File: config.mk
export PLATFORM = sky130hd
export DESIGN_NAME = y86_mem_arbiter
export DESIGN_NICKNAME = d
export VERILOG_FILES = /design/src/rtl/y86_mem_pkg.sv /design/src/rtl/y86_req_fifo.sv /design/src/rtl/y86_mem_arbiter.sv
export SDC_FILE = /design/constraint.sdc
export NUM_CORES = 1
export LEC_CHECK = 0
export ABC_CLOCK_PERIOD_IN_PS = 3100
export CELL_PAD_IN_SITES_DETAIL_PLACEMENT = 1
export CELL_PAD_IN_SITES_GLOBAL_PLACEMENT = 2
export CORE_ASPECT_RATIO = 0.9
export CORE_MARGIN = 1
export CORE_UTILIZATION = 36
export DETAILED_ROUTE_END_ITERATION = 16
export PLACE_DENSITY_LB_ADDON = 0.1
export SLEW_MARGIN = 20
export SYNTH_ARGS = -nofsm -noshare
export SYNTH_HDL_FRONTEND = slang
export SYNTH_SLANG_ARGS = --single-unit
File: constraint.sdc
create_clock -name clk -period 3.1 [get_ports clk]
set_clock_uncertainty 0.2 [all_clocks]
set_input_delay 0.62 -clock clk [delete_from_list [all_inputs] [get_ports clk]]
set_output_delay 0.62 -clock clk [all_outputs]
set_load 0.05 [all_outputs]
File: src/rtl/y86_mem_pkg.sv
// Shared definitions for the y86 memory arbiter: default bus widths and the
// DMA request record that travels through the request FIFO.
package y86_mem_pkg;

  localparam int unsigned AW_DEF = 32;
  localparam int unsigned DW_DEF = 32;

  // One queued DMA request at the default widths; the FIFO stores the same
  // fields flattened as {we, addr, wdata} so non-default widths also work.
  typedef struct packed {
    logic              we;
    logic [AW_DEF-1:0] addr;
    logic [DW_DEF-1:0] wdata;
  } req_t;

  // Bits needed to hold one flattened request.
  function automatic int unsigned req_bits(input int unsigned aw, input int unsigned dw);
    return 1 + aw + dw;
  endfunction

endpackage

File: src/rtl/y86_req_fifo.sv
// DMA request queue: power-of-two ring buffer with a registered occupancy
// count. Full/empty come from the registered count only, so a pop never makes
// room for a push in the same cycle.
module y86_req_fifo
  import y86_mem_pkg::*;
#(
  parameter int unsigned DEPTH = 4,
  parameter int unsigned W     = req_bits(AW_DEF, DW_DEF)
) (
  input  logic         clk,
  input  logic         rst,
  input  logic         i_push,
  input  logic [W-1:0] i_data,
  input  logic         i_pop,
  output logic [W-1:0] o_data,
  output logic         o_full,
  output logic         o_empty
);

  localparam int unsigned PW = $clog2(DEPTH);
  localparam int unsigned CW = PW + 1;

  logic [W-1:0]  r_mem [DEPTH];
  logic [PW-1:0] r_wr_ptr;
  logic [PW-1:0] r_rd_ptr;
  logic [CW-1:0] r_count;

  // Storage needs no reset: emptiness is tracked by the pointers and count.
  always_ff @(posedge clk) begin
    if (i_push) begin
      r_mem[r_wr_ptr] <= i_data;
    end
  end

  // Pointers wrap naturally because DEPTH is a power of two.
  always_ff @(posedge clk or negedge rst) begin
    if (!rst) begin
      r_wr_ptr <= '0;
      r_rd_ptr <= '0;
      r_count  <= '0;
    end else begin
      if (i_push) begin
        r_wr_ptr <= r_wr_ptr + PW'(1);
      end
      if (i_pop) begin
        r_rd_ptr <= r_rd_ptr + PW'(1);
      end
      if (i_push && !i_pop) begin
        r_count <= r_count + CW'(1);
      end else if (!i_push && i_pop) begin
        r_count <= r_count - CW'(1);
      end
    end
  end

  assign o_data  = r_mem[r_rd_ptr];
  assign o_full  = (r_count == CW'(DEPTH));
  assign o_empty = (r_count == '0);

endmodule

File: src/rtl/y86_mem_arbiter.sv
// Shares the single async-read memory port between the y86_seq core and a
// DMA/debug requester. The core always wins and sees zero added latency; DMA
// requests are queued and slipped into cycles where the core leaves the bus.
module y86_mem_arbiter
  import y86_mem_pkg::*;
#(
  parameter int unsigned AW    = AW_DEF,
  parameter int unsigned DW    = DW_DEF,
  parameter int unsigned DEPTH = 4,
  parameter int unsigned CNT_W = 16
) (
  input  logic             clk,
  input  logic             rst,
  input  logic [AW-1:0]    core_A,
  input  logic             core_RE,
  input  logic             core_WE,
  input  logic [DW-1:0]    core_wdata,
  output logic [DW-1:0]    core_rdata,
  input  logic             dma_req_valid,
  output logic             dma_req_ready,
  input  logic             dma_req_we,
  input  logic [AW-1:0]    dma_req_addr,
  input  logic [DW-1:0]    dma_req_wdata,
  output logic             dma_rsp_valid,
  input  logic             dma_rsp_ready,
  output logic [DW-1:0]    dma_rsp_rdata,
  output logic [AW-1:0]    mem_A,
  output logic             mem_RE,
  output logic             mem_WE,
  output logic [DW-1:0]    mem_wdata,
  input  logic [DW-1:0]    mem_rdata,
  output logic             err_collision,
  output logic [CNT_W-1:0] stat_dma_cnt,
  output logic [CNT_W-1:0] stat_wait_cnt
);

  localparam int unsigned RW = req_bits(AW, DW);

  logic          w_core_act;
  logic          w_push;
  logic          w_full;
  logic          w_empty;
  logic          w_issue;
  logic          w_rd_issue;
  logic          w_rsp_take;
  logic [RW-1:0] w_push_data;
  logic [RW-1:0] w_head;
  logic          w_head_we;
  logic [AW-1:0] w_head_addr;
  logic [DW-1:0] w_head_wdata;

  logic             r_rsp_valid;
  logic [DW-1:0]    r_rsp_data;
  logic [CNT_W-1:0] r_stat_dma;
  logic [CNT_W-1:0] r_stat_wait;
  logic             r_err;

  assign w_push_data  = {dma_req_we, dma_req_addr, dma_req_wdata};
  assign w_head_we    = w_head[RW-1];
  assign w_head_addr  = w_head[AW+DW-1:DW];
  assign w_head_wdata = w_head[DW-1:0];

  assign w_core_act    = core_RE | core_WE;
  assign dma_req_ready = !w_full;
  assign w_push        = dma_req_valid & !w_full;
  assign w_rsp_take    = r_rsp_valid & dma_rsp_ready;
  // A read head may only go out once the response slot is free or being
  // drained this cycle; writes never need the slot.
  assign w_issue       = !w_empty & !w_core_act & (w_head_we | !r_rsp_valid | w_rsp_take);
  assign w_rd_issue    = w_issue & !w_head_we;

  assign core_rdata    = mem_rdata;
  assign dma_rsp_valid = r_rsp_valid;
  assign dma_rsp_rdata = r_rsp_data;
  assign err_collision = r_err;
  assign stat_dma_cnt  = r_stat_dma;
  assign stat_wait_cnt = r_stat_wait;

  y86_req_fifo #(
    .DEPTH (DEPTH),
    .W     (RW)
  ) u_req_fifo (
    .clk     (clk),
    .rst     (rst),
    .i_push  (w_push),
    .i_data  (w_push_data),
    .i_pop   (w_issue),
    .o_data  (w_head),
    .o_full  (w_full),
    .o_empty (w_empty)
  );

  // Memory port mux: core strobes pass straight through, DMA only on issue.
  always_comb begin
    mem_A     = '0;
    mem_RE    = 1'b0;
    mem_WE    = 1'b0;
    mem_wdata = '0;
    if (w_core_act) begin
      mem_A     = core_A;
      mem_RE    = core_RE;
      mem_WE    = core_WE;
      mem_wdata = core_wdata;
    end else if (w_issue) begin
      mem_A     = w_head_addr;
      mem_RE    = !w_head_we;
      mem_WE    = w_head_we;
      mem_wdata = w_head_wdata;
    end
  end

  // Response slot: capture read data on issue, hold until accepted.
  always_ff @(posedge clk or negedge rst) begin
    if (!rst) begin
      r_rsp_valid <= 1'b0;
      r_rsp_data  <= '0;
    end else if (w_rd_issue) begin
      r_rsp_valid <= 1'b1;
      r_rsp_data  <= mem_rdata;
    end else if (w_rsp_take) begin
      r_rsp_valid <= 1'b0;
    end
  end

  // Saturating usage counters and the sticky core strobe collision flag.
  always_ff @(posedge clk or negedge rst) begin
    if (!rst) begin
      r_stat_dma  <= '0;
      r_stat_wait <= '0;
      r_err       <= 1'b0;
    end else begin
      if (w_issue && (r_stat_dma != '1)) begin
        r_stat_dma <= r_stat_dma + CNT_W'(1);
      end
      if (!w_empty && w_core_act && (r_stat_wait != '1)) begin
        r_stat_wait <= r_stat_wait + CNT_W'(1);
      end
      if (core_RE && core_WE) begin
        r_err <= 1'b1;
      end
    end
  end

endmodule

# --- Word level (Yosys, flattened, before mapping) ---
# Memory sizes are Yosys's and may differ from the RTL's.
# Cells that the tools add are included.
word_totals:
  regBits: 73
  ram_bits: 260
  input_bits: 167
  elab_cells: 56
  memories: 1
classes:
  add_sub_neg: 6
  n_eq_ne: 3
  muxes: 14
  n_bitwise: 8
  reduce_logical: 16
memory_table:
  columns: ["memory", "depth", "width", "rd", "rd_clocked_by_memory_dff", "write_ports", "line", "source"]
  rows:
  - ["u_req_fifo.r_mem", 4, 65, 1, 0, 1, "y86_req_fifo.sv:23", "logic [W-1:0] r_mem [DEPTH];"]
ops:
  columns: ["operator", "n"]
  rows:
  - ["$mux 32", 4]
  - ["$add 16x1->16 const B", 2]
  - ["$ne 16x16->1 const B", 2]
  - ["$mux 1", 8]
  - ["$logic_not 1->1", 7]
  - ["$logic_and 1x1->1", 6]
  - ["$mux 3", 2]
  - ["$and 1x1->1", 5]
  - ["$add 2x1->2 const B", 2]
  - ["$reduce_bool 2->1", 2]
  - ["$add 3x1->3 const B", 1]
  - ["$eq 3x3->1 const B", 1]
  - ["$logic_not 3->1", 1]
  - ["$or 1x1->1", 3]
  - ["$sub 3x1->3 const B", 1]

# --- Longest topological paths before layout ---
logic_depth:
  depth_word: 7
  ltp_mapped: 12
  mapped_depth_nobuf: 10

# --- Hierarchy ---
# From an unflattened synthesis, not the netlist that was laid out.
unflattened:
  cells_unflattened: 711
  hier_area_um2: 13573.0
modules_own_cells:
  columns: ["mod", "instances", "cells_per_inst", "area_each_um2"]
  rows:
  - ["y86_req_fifo", 1, 374, 9808.2]
  - ["y86_mem_arbiter", 1, 337, 3764.9]

# --- Worst setup path before layout ---
# No wires, ideal clock.
synth_path:
  path_type: "register to register"
  start: "register u_req_fifo.r_count[0]"
  end: "memory u_req_fifo.r_mem[0][0] (netlist name) (enable)"
  arrival_time_ps: 2549
  required_ps: 2470
  setup_slack_ps: -80
  stages_incl_launch_ff: 4
  n_path_buf: 0
  synth_period_minus_slack_ps: 3180
  path_cell_list: "dfrtp_1 -> nor2_1 -> nand2_1 -> and3_1"
synth_between:
  elab_chain_len: 5
synth_rtl:
  columns: ["element", "line", "source"]
  rows:
  - ["start, declared", "y86_req_fifo.sv:26", "logic [CW-1:0] r_count;"]
  - ["start signal, assigned", "y86_req_fifo.sv:49", "r_count <= r_count + CW'(1);"]
  - ["start signal, assigned", "y86_req_fifo.sv:51", "r_count <= r_count - CW'(1);"]
  - ["$eq 3x3->1", "y86_req_fifo.sv:57", "assign o_full = (r_count == CW'(DEPTH));"]
  - ["$logic_not 1->1", null, null]
  - ["named net dma_req_ready", "y86_mem_arbiter.sv:20", "output logic dma_req_ready,"]
  - ["$and 1x1->1", "y86_mem_arbiter.sv:65", "assign w_push = dma_req_valid & !w_full;"]
  - ["$mux 1", "y86_req_fifo.sv:30", "if (i_push) begin"]
  - ["$mux 1 (not written as such)", "y86_req_fifo.sv:31", "r_mem[r_wr_ptr] <= i_data;"]
  - ["end, declared", "y86_req_fifo.sv:23", null]
# The timed path passes the listed nets, and every way through them passes these cells.

# --- Worst setup path after layout ---
layout_path:
  start: "register u_req_fifo.r_rd_ptr[1]"
  end: "output mem_A[11]"
layout_between:
  elab_chain_len: 6
layout_rtl:
  columns: ["element", "line", "source"]
  rows:
  - ["start, declared", "y86_req_fifo.sv:25", "logic [PW-1:0] r_rd_ptr;"]
  - ["start signal, assigned", "y86_req_fifo.sv:46", "r_rd_ptr <= r_rd_ptr + PW'(1);"]
  - ["$mem_v2 4x65 (*)", null, null]
  - ["$or 1x1->1 (2 in a row)", "y86_mem_arbiter.sv:69", "assign w_issue = !w_empty & !w_core_act & (w_head_we | !r_rsp_valid | w_rsp_take);"]
  - ["$and 1x1->1", "y86_mem_arbiter.sv:69", null]
  - ["$mux 32 (*)", "y86_mem_arbiter.sv:104", "end else if (w_issue) begin"]
  - ["$mux 32 (*)", "y86_mem_arbiter.sv:99", "if (w_core_act) begin"]
  - ["end, declared", "y86_mem_arbiter.sv:27", "output logic [AW-1:0] mem_A,"]
# Every way passes the cells marked *; elsewhere a longest branch is shown, timed or not.

==> qor.yml <==
cts:
  h-tree-depth: 2
  clk_pin_slew_ns: 0.06
  cts_tree: "done"
  root_buffer: "clkbuf_16"
  clockBufferDepth: 3
  clk_latency_ns: 0.51
  clock-sinks: 333
  cts_inserted_buffers: 37
route:
  vias: 7853
  vias_per_cell: 5.034
  drc: 0
  drt-pass1-iter-count: 4
  postRouteAntennaNets: 0
  drt_iter0_drc: 323
  routed_wl_um: 35080
  routedWlPerCell_um: 22.49
cells_and_area:
  fillCellCount: 3294
  layout-drive-gt1-share: 0.3266
  finalNonFillerCells: 1560
  area_growth_pct: 47.67
  insertedDiodeCount: 0
  nNetsFinal: 1233
  final_area_um2: 19880
grt:
  antenna_found_initial: 2
  grt_usage: 0.1783
  first_global_vias: 8259
  grt_max_degree: 66
  grt_overflow_total: 0
  grt_pass1_wl_um: 50430
synthesis:
  ys_ff_latch: 333
  synthCells: 707
  syn_nets: 882
  synth_edf_count: 260
  syn-cell-area_um2: 13460
  ys.flop_type: "edfxtp_1"
  yosysWarnings: 0
  async_flop_share: 0.2192
  ys_types: 45
  syn_avg_cell_area_um2: 19.04
  ys_seq_area_frac: 0.7155
place:
  postPlaceCellArea_um2: 17960
  io_buffers: 331
  dp_hpwl_um: 21950
  gp_congestion: 0.7351
  dp_cells: 1475
worst_setup_path:
  cp.arrival_ns: 2.35
  crit_fanout: 6
  path_cells: "mux2_4 > o311a_4 > buf_12 > clkbuf_16 > a22o_4 > buf_12"
  cp_common_cell: "buf_12"
  cp_slowest_cell: "dfrtp_2"
  path_delay_family: "compound AO/OA/AOI/OAI gates"
  start_kind: "flip-flop"
  endpoint_kind: "output pin"
  crit_required_ns: 2.28
  slowest_delay_ns: 0.43
  crit_buf_inv: 3
  criticalPathCategory: "reg2out"
timing:
  worst_slack_ns: -0.06816
  fin_tns_setup_ns: -1.179
  grt_setup_unrepaired: "true"
  setup_viol: 26
  fin_crit_sh: 1.022
  drv_slew: 0
  finalHoldViolations: 0
  timing.fmax_mhz: 315.6
  tightestPinTransition_ns: 0.5846
  hold_ws_ns: 0.2592
  slew_headroom: 0.6091
  min_period_ns: 3.168
hold_path:
  timing.hold.worst.class: "reg2reg"
power:
  ir_drop_v: 0.0004909
  p_total_mw: 18.13
  clkPwrFrac: 0.223
  p_int_mw: 11.77
  pwr_density_cell_nw_per_um2: 911.8
  leakage_nw: 7.218
  seq_power_share: 0.352
  swShare: 0.3506
  comb_power_share: 0.425
  p_sw_mw: 6.356
run_status:
  status: "finished, violations left"
  violations: "setup timing"
die:
  rows: 66
  pin_count: 332
  fp.coreArea_um2: 36500
  die_y_um: 185.5
  die_area_um2: 38180
  initial_core_util: 0.3689
  die_w_um: 205.9
run:
  cap_viol_max_count: 0
power by group through the flow:
stage | clock network [mW] | registers (mW) | logic, mW
6_report | 4.03 | 6.38 | 7.71
5_1_grt | 4.32 | 6.50 | 8.12
4_1_cts | 4.17 | 6.39 | 7.49
3_5_place_dp | 0 | 6.50 | 7.07
3_3_place_gp | 0 | 6.45 | 7.05
2_1_floorplan | 0 | 7.47 | 3.19
worst paths after layout:
check                                                   start                                end  slack, ns  depth (start not counted)
min in group asynchronous                                 rst        stat_dma_cnt[9]$_DFFE_PN0P_       0.42                          2
hold / removal                      err_collision$_DFFE_PN0P_          err_collision$_DFFE_PN0P_       0.26                          1
setup reg to reg           u_req_fifo.r_rd_ptr[0]$_DFFE_PN0P_  u_req_fifo.r_count[1]$_DFFE_PN0P_       0.45                         10
hold reg to reg                     err_collision$_DFFE_PN0P_          err_collision$_DFFE_PN0P_       0.26                          1
max in group asynchronous                                 rst      dma_rsp_rdata[18]$_DFFE_PN0P_       1.70                          3
setup / recovery           u_req_fifo.r_rd_ptr[1]$_DFFE_PN0P_                          mem_A[11]      -0.07                          6
layer usage:
layer	GRT usage	up-vias	wire length, µm
met1	0.2360	4026	15130
met3	0.03957	51	2150
met4	0.05235	2	639
met2	0.2947	226	17150
met5	0	-	13
li1	-	3548	-
sequential cells by signal (all words and copies together), names as in the netlist:
signal	count
u_req_fifo.r_wr_ptr	2
dma_rsp_valid	1
stat_wait_cnt	16
u_req_fifo.r_mem	260
u_req_fifo.r_rd_ptr	2
u_req_fifo.r_count	3
dma_rsp_rdata	32
err_collision	1
stat_dma_cnt	16
worst register-to-register path: cells and delay by family (launching register included):
family | cells | cell delay [ns]
adder cells (fa/ha/maj) | 2 | 0.61
buffers and inverters | 5 | 0.59
AND/OR/NAND/NOR | 1 | 0.08
flip-flops | 1 | 0.50
AO/OA/AOI/OAI | 1 | 0.28
multiplexers | 1 | 0.26
cell families after synthesis:
family / synth area share
flops: 0.7155
mux: 0.1387
simple gates: 0.03689
compound gates: 0.04786
buf+inv: 0.03150
xor+xnor: 0.02147
fa+ha+maj: 0.007992
repair_timing:
| item | CTS | global route |
|---|---|---|
| hold buffers | 1 | 0 |
| hold endpoints to repair | 34 | 0 |
| gates resized for setup | 15 | 55 |
| pin swaps | 16 | 21 |
| buffers inserted | 9 | 2 |
| cloned | 4 | 7 |
| endpoints found under the setup margin | 64 | 65 |
Yosys cell counts, types with 3 or more instances:
library cell | n | area share
a21oi_1 | 3 | 0.0011
a22o_1 | 64 | 0.042
and3_1 | 11 | 0.0051
and4_1 | 3 | 0.0020
buf_2 | 12 | 0.0045
buf_4 | 34 | 0.019
clkbuf_1 | 18 | 0.0050
dfrtp_1 | 73 | 0.14
edfxtp_1 | 260 | 0.58
ha_1 | 7 | 0.0065
inv_1 | 5 | 0.0014
mux2_2 | 35 | 0.029
mux4_2 | 64 | 0.11
nand2_1 | 14 | 0.0039
nand3_1 | 13 | 0.0048
nand4_1 | 10 | 0.0046
nor2_1 | 10 | 0.0028
nor3_1 | 3 | 0.0011
xnor2_1 | 19 | 0.012
xor2_1 | 14 | 0.0091
area by class of cell:
type                            count  area, µm²  area share
Timing Repair Buffer              379       4653      0.2340
Multi-Input combinational cell    301       3867      0.1945
Inverter                            6      22.52    0.001133
Clock inverter                     13      92.59    0.004657
Tap cell                          476      595.6     0.02995
Sequential cell                   333       9639      0.4848
Clock buffer                       52       1012     0.05091
cell usage in the layout, fill, tap and decap left out, types with 10 or more instances in the layout:
cell type,instances
clkbuf_1,12
edfxtp_1,260
mux4_2,64
a22o_4,46
xnor2_1,19
dfrtp_1,71
buf_12,79
clkbuf_16,42
nand4_1,10
nand3_1,13
buf_4,46
xor2_1,14
clkdlybuf4s50_1,236
mux2_2,35
a22o_1,18
nand2_1,14
metrics by stage:
step | setup WS (ns) | util
floorplan | 0.2414 | -
global placement | -0.1299 | 0.4922
detailed placement | -0.1799 | 0.4922
CTS | -0.1114 | 0.5309
global route | -0.1219 | 0.5447
finish | -0.06816 | 0.5447
(Power assumes the default switching activity.)
